[src/rtl/fifo_write_arbiter.sv]
// fifo_write_arbiter: round-robin arbiter that gives four requesters bursts
// of up to BURST_LEN beats into one downstream FIFO write port.
//
// Ports:
//   clk, rst      clock and synchronous active-high reset
//   req_valid     per-requester write request (bit i = requester i)
//   req_data      requester i data in bits [i*DATA_WIDTH +: DATA_WIDTH]
//   req_ready     per-requester accept; only the owner can be ready, and only while the FIFO is not full
//   fifo_full     full flag from the downstream FIFO
//   fifo_wr_en    FIFO write strobe (a beat transfers)
//   fifo_wr_data  owner's data word
//   grant_id      current owner index, meaningful while busy=1
//   busy          an owner holds the write port
//   beat_count    four saturating 16-bit accepted-beat counters, requester i in bits [i*16 +: 16]
module fifo_write_arbiter #(
    parameter int unsigned DATA_WIDTH = 8,
    parameter int unsigned BURST_LEN  = 4
) (
    input  logic                    clk,
    input  logic                    rst,
    input  logic [3:0]              req_valid,
    input  logic [4*DATA_WIDTH-1:0] req_data,
    output logic [3:0]              req_ready,
    input  logic                    fifo_full,
    output logic                    fifo_wr_en,
    output logic [DATA_WIDTH-1:0]   fifo_wr_data,
    output logic [1:0]              grant_id,
    output logic                    busy,
    output logic [63:0]             beat_count
);

    localparam int unsigned NUM_REQ = 4;
    localparam int unsigned CNT_W   = 16;
    localparam int unsigned BEAT_W  = 4;

    localparam logic [BEAT_W-1:0] LAST_BEAT = BEAT_W'(BURST_LEN - 1);
    localparam logic [CNT_W-1:0]  CNT_MAX   = '1;

    typedef enum logic {
        IDLE  = 1'b0,
        SERVE = 1'b1
    } state_t;

    state_t            state;
    logic [1:0]        owner;
    logic [1:0]        rr_ptr;
    logic [BEAT_W-1:0] beat_cnt;
    logic [CNT_W-1:0]  lane_cnt [NUM_REQ];

    logic              owner_valid;
    logic              xfer;
    logic              pick_found;
    logic [1:0]        pick_idx;
    logic [1:0]        cand;

    assign owner_valid = req_valid[owner];

    // A beat moves only from the owner, with FIFO space, and never in a reset cycle.
    assign xfer       = (state == SERVE) && owner_valid && !fifo_full && !rst;
    assign fifo_wr_en = xfer;

    assign busy     = (state == SERVE);
    assign grant_id = owner;

    // Only the owner sees ready, and only while the FIFO has room.
    always_comb begin
        req_ready = '0;
        if ((state == SERVE) && !rst) begin
            req_ready[owner] = !fifo_full;
        end
    end

    // Owner's data word steered to the FIFO.
    always_comb begin
        fifo_wr_data = '0;
        for (int i = 0; i < NUM_REQ; i++) begin
            if (owner == 2'(i)) begin
                fifo_wr_data = req_data[i*DATA_WIDTH +: DATA_WIDTH];
            end
        end
    end

    // First valid requester searching rr_ptr, rr_ptr+1, ... modulo 4.
    always_comb begin
        pick_found = 1'b0;
        pick_idx   = rr_ptr;
        cand       = rr_ptr;
        for (int k = 0; k < NUM_REQ; k++) begin
            cand = rr_ptr + 2'(k);
            if (!pick_found && req_valid[cand]) begin
                pick_found = 1'b1;
                pick_idx   = cand;
            end
        end
    end

    // Flatten the per-requester counters onto the output bus.
    always_comb begin
        beat_count = '0;
        for (int i = 0; i < NUM_REQ; i++) begin
            beat_count[i*CNT_W +: CNT_W] = lane_cnt[i];
        end
    end

    // Arbitration state, burst tracking and accepted-beat counters.
    always_ff @(posedge clk) begin
        if (rst) begin
            state    <= IDLE;
            owner    <= '0;
            rr_ptr   <= '0;
            beat_cnt <= '0;
            for (int i = 0; i < NUM_REQ; i++) begin
                lane_cnt[i] <= '0;
            end
        end else begin
            case (state)
                IDLE: begin
                    if (pick_found) begin
                        owner    <= pick_idx;
                        beat_cnt <= '0;
                        state    <= SERVE;
                    end
                end
                SERVE: begin
                    if (!owner_valid) begin
                        // Dropping valid forfeits the remainder of the burst.
                        state  <= IDLE;
                        rr_ptr <= owner + 2'd1;
                    end else if (xfer) begin
                        beat_cnt <= beat_cnt + BEAT_W'(1);
                        if (beat_cnt == LAST_BEAT) begin
                            state  <= IDLE;
                            rr_ptr <= owner + 2'd1;
                        end
                    end
                end
            endcase

            for (int i = 0; i < NUM_REQ; i++) begin
                if (xfer && (owner == 2'(i)) && (lane_cnt[i] != CNT_MAX)) begin
                    lane_cnt[i] <= lane_cnt[i] + CNT_W'(1);
                end
            end
        end
    end

endmodule

[config.mk]
export PLATFORM = sky130hd
export DESIGN_NAME = fifo_write_arbiter
export DESIGN_NICKNAME = d
export VERILOG_FILES = /design/src/rtl/fifo_write_arbiter.sv
export SDC_FILE = /design/constraint.sdc
export NUM_CORES = 1
export LEC_CHECK = 0
export CAP_MARGIN = 20
export CORE_ASPECT_RATIO = 1.5
export CORE_MARGIN = 2
export CORE_UTILIZATION = 52
export CTS_CLUSTER_DIAMETER = 120
export DETAILED_ROUTE_END_ITERATION = 10
export MAX_ROUTING_LAYER = met4
export PLACE_DENSITY = 0.86
export SLEW_MARGIN = 20
export SYNTH_ARGS = -nofsm -noshare
export SYNTH_HDL_FRONTEND = slang
export SYNTH_SLANG_ARGS = --single-unit
[constraint.sdc]
create_clock -name clk -period 5.45 [get_ports clk]
set_clock_uncertainty 0.1 [all_clocks]
set_input_delay 0.545 -clock clk [delete_from_list [all_inputs] [get_ports clk]]
set_output_delay 0.545 -clock clk [all_outputs]
set_load 0.02 [all_outputs]
==> impl_metrics.ini <==
[die]
die-area_mm2 = 0.00897
io_pins = 119
die_y_um = 115
core_area_mm2 = 0.00801
die_width_um = 78.0
start_util_pct = 53.4
rows = 40

[cells_and_area]
layoutNonFillerInstCount = 657
final_cell_mix = clkdlybuf4s50_1, nor2_1, edfxtp_1
layout_commonest_cell = clkdlybuf4s50_1
nNetsFinal = 595
n_antenna_cell = 0
nFillCells = 604
final_util_pct = 72.4
syn_to_final_growth_pct = 35.7
final_layout_size_suffix_gt1_share_pct = 4.17

[logic_synthesis]
ys.warnings.count = 0
ys_seq_area_share_pct = 49.2
ys_top_cells_by_area = edfxtp_1, xnor2_1, nor2_1
synthCells = 432
yosys.area.top_type = edfxtp_1
postSynthAreaPerCell_um2 = 9.89
yosys_register_bits = 73
synth_flop_cell = edfxtp_1
async_flop_share_pct = 0
postSynthNetCount = 480
synth_top_area_share_pct = 45.0
synth_cell_type_count = 47
synth_edf_count = 64
synth_area_mm2 = 0.00427

[pwr]
power_w = 0.00149
power_density_mw_per_mm2 = 256
p_int_w = 0.00112
comb_power_share_pct = 16.8
p_clk_share_pct = 38.4
p_sw_w = 0.000367
leakage_nw = 1.91
p_seq_share_pct = 44.8
switching_share_pct = 24.7
max-vdd-ir-drop_mv = 0.227

[timing]
worst_pin_slew_ns = 0.755
slew_headroom_pct = 49.7
rsz0062_at_grt = no
fin_ws_ns = 2.05
hold_viol = 0
setup_viol = 0
min_period_ns = 3.40
tns_ns = 0
period_share_pct = 62.4
maxSlewViolCount = 0
fmax_mhz = 294

[worst_setup_path]
path_buf_inv = 2
cp-end-kind = output port
path_class = flop to output port
required_ns = 4.81
arrival_ns = 2.76
cp_slowest_cell = clkdlybuf4s50_1
worstPathCellList = inv_1 -> ha_1 -> nor2b_1 -> a221oi_1 -> o31ai_1 -> clkdlybuf4s50_1
cp_top_family = buffers and inverters
cp-start-kind = flop
path_max_fanout = 12
slowest_delay_ns = 0.65

[detailed_routing]
routedWlPerCell_um = 16.0
detail_route.wirelength_um = 10500
drtPass1Iterations = 6
dr_total_vias = 3756
ant_nets = 0
via_per_inst = 5.72
drc_errors = 0
drtIter0Drc = 239

[place]
place_congestion = 0.835
dp.cells = 641
hpwl_um = 7780
portBuffers = 118
pre_cts_ws_ns = 1.92

[global_routing]
grt_pass1_wl_um = 16800
track_usage_pct = 24.3
antenna_found_initial = 0
overflow = 0
grt_pass1_vias = 3620
grt_max_degree = 19

[cts]
cts_sinks = 73
cts-hold-fix-buffers = 0
clkTransAtPathRegs_ns = 0.05
cts_tree = yes
clk_latency_ns = 0.34
clk_path_buf_depth = 2
cts-root-buf = clkbuf_16
cts_buffers = 9
h-tree-depth = 3
cts_resized = 0
postCtsSetupRepairBufs = 0

[hold_path]
hold_class = flop to flop

[run_status]
status = finished, final reports clean

[run]
maxCapViolCount = 0
==> metrics by stage <==
stage                     hold WS (ns)  instance area, um^2
after floorplan                  0.381                 4270
after global placement           0.410                 5510
after detailed placement         0.448                 5510
after CTS                        0.460                 5800
after global routing             0.483                 5800
final                            0.452                 5800
==> power groups by stage <==
stage / Sequential, W / Clock (W) / Combinational, W
floorplan: 0.000697 / 0 / 0.000105
global placement: 0.000675 / 0 / 0.000247
detailed placement: 0.000677 / 0 / 0.000250
CTS: 0.000666 / 0.000576 / 0.000252
global route: 0.000670 / 0.000599 / 0.000267
finish: 0.000666 / 0.000571 / 0.000250
==> final timing paths <==
| kind | startpoint | to | slack (ns) | cells after the start |
|---|---|---|---|---|
| hold reg to reg | beat_cnt[1] | beat_cnt[1] | 0.45 | 2 |
| setup reg to reg | lane_cnt[0][0] | lane_cnt[0][7] | 2.57 | 5 |
| setup / recovery | grant_id[1] | fifo_wr_data[2] | 2.05 | 6 |
| hold / removal | beat_cnt[1] | beat_cnt[1] | 0.45 | 2 |
==> final cells by class <==
class	instances	area (um^2)	share of cell area, %
Sequential cell	73	2100	36.3
Clock inverter	4	43.8	0.755
Multi-Input combinational cell	329	2030	35.0
Clock buffer	12	246	4.25
Tap cell	105	131	2.27
Inverter	15	56.3	0.971
Timing Repair Buffer	119	1190	20.5
==> Yosys cell counts, drive strengths merged, types with 2 or more instances <==
cell type,n
a41o,3
nor3,15
nor4,13
nor2b,12
xor2,16
nand2,31
o21ai,10
and3,7
o31ai,7
nand3,30
a211oi,2
nand3b,2
xnor2,34
ha,9
and4,2
nor2,68
and2,4
a21oi,12
dfxtp,9
a221oi,7
buf,6
nand4,11
edfxtp,64
inv,15
clkbuf,9
a31oi,2
mux2,2
nand2b,7
or3,9
==> routing by layer <==
layer | up-vias | GRT usage (%) | share of wire [%]
met2 | 138 | 43.6 | 53
met4 | 0 | 9.94 | 2.0
met1 | 1797 | 25.3 | 39
met3 | 18 | 6.04 | 6.4
met5 | - | - | 0
li1 | 1803 | - | -
==> tightest hold or removal path, cell delays in order (launching register included) <==
cell	delay, ns
dfxtp_1	0.35
a31oi_1	0.10
nor2_1	0.07
==> flip-flops by register name, summed over array words and instances, names as in the netlist <==
| signal | count |
|---|---|
| lane_cnt | 64 |
| beat_cnt | 4 |
| grant_id | 2 |
| rr_ptr | 2 |
| busy | 1 |
==> kinds of logic after synthesis <==
| logic type | Yosys count | synth area share (%) |
|---|---|---|
| AO/OA/AOI/OAI | 50 | 7.91 |
| multiplexers | 4 | 1.29 |
| adder cells (fa/ha/maj) | 9 | 2.64 |
| buffers and inverters | 30 | 3.31 |
| flip-flops | 73 | 49.2 |
| XOR/XNOR | 50 | 10.2 |
| AND/OR/NAND/NOR | 216 | 25.4 |
Power figures use the tool's default switching activity.
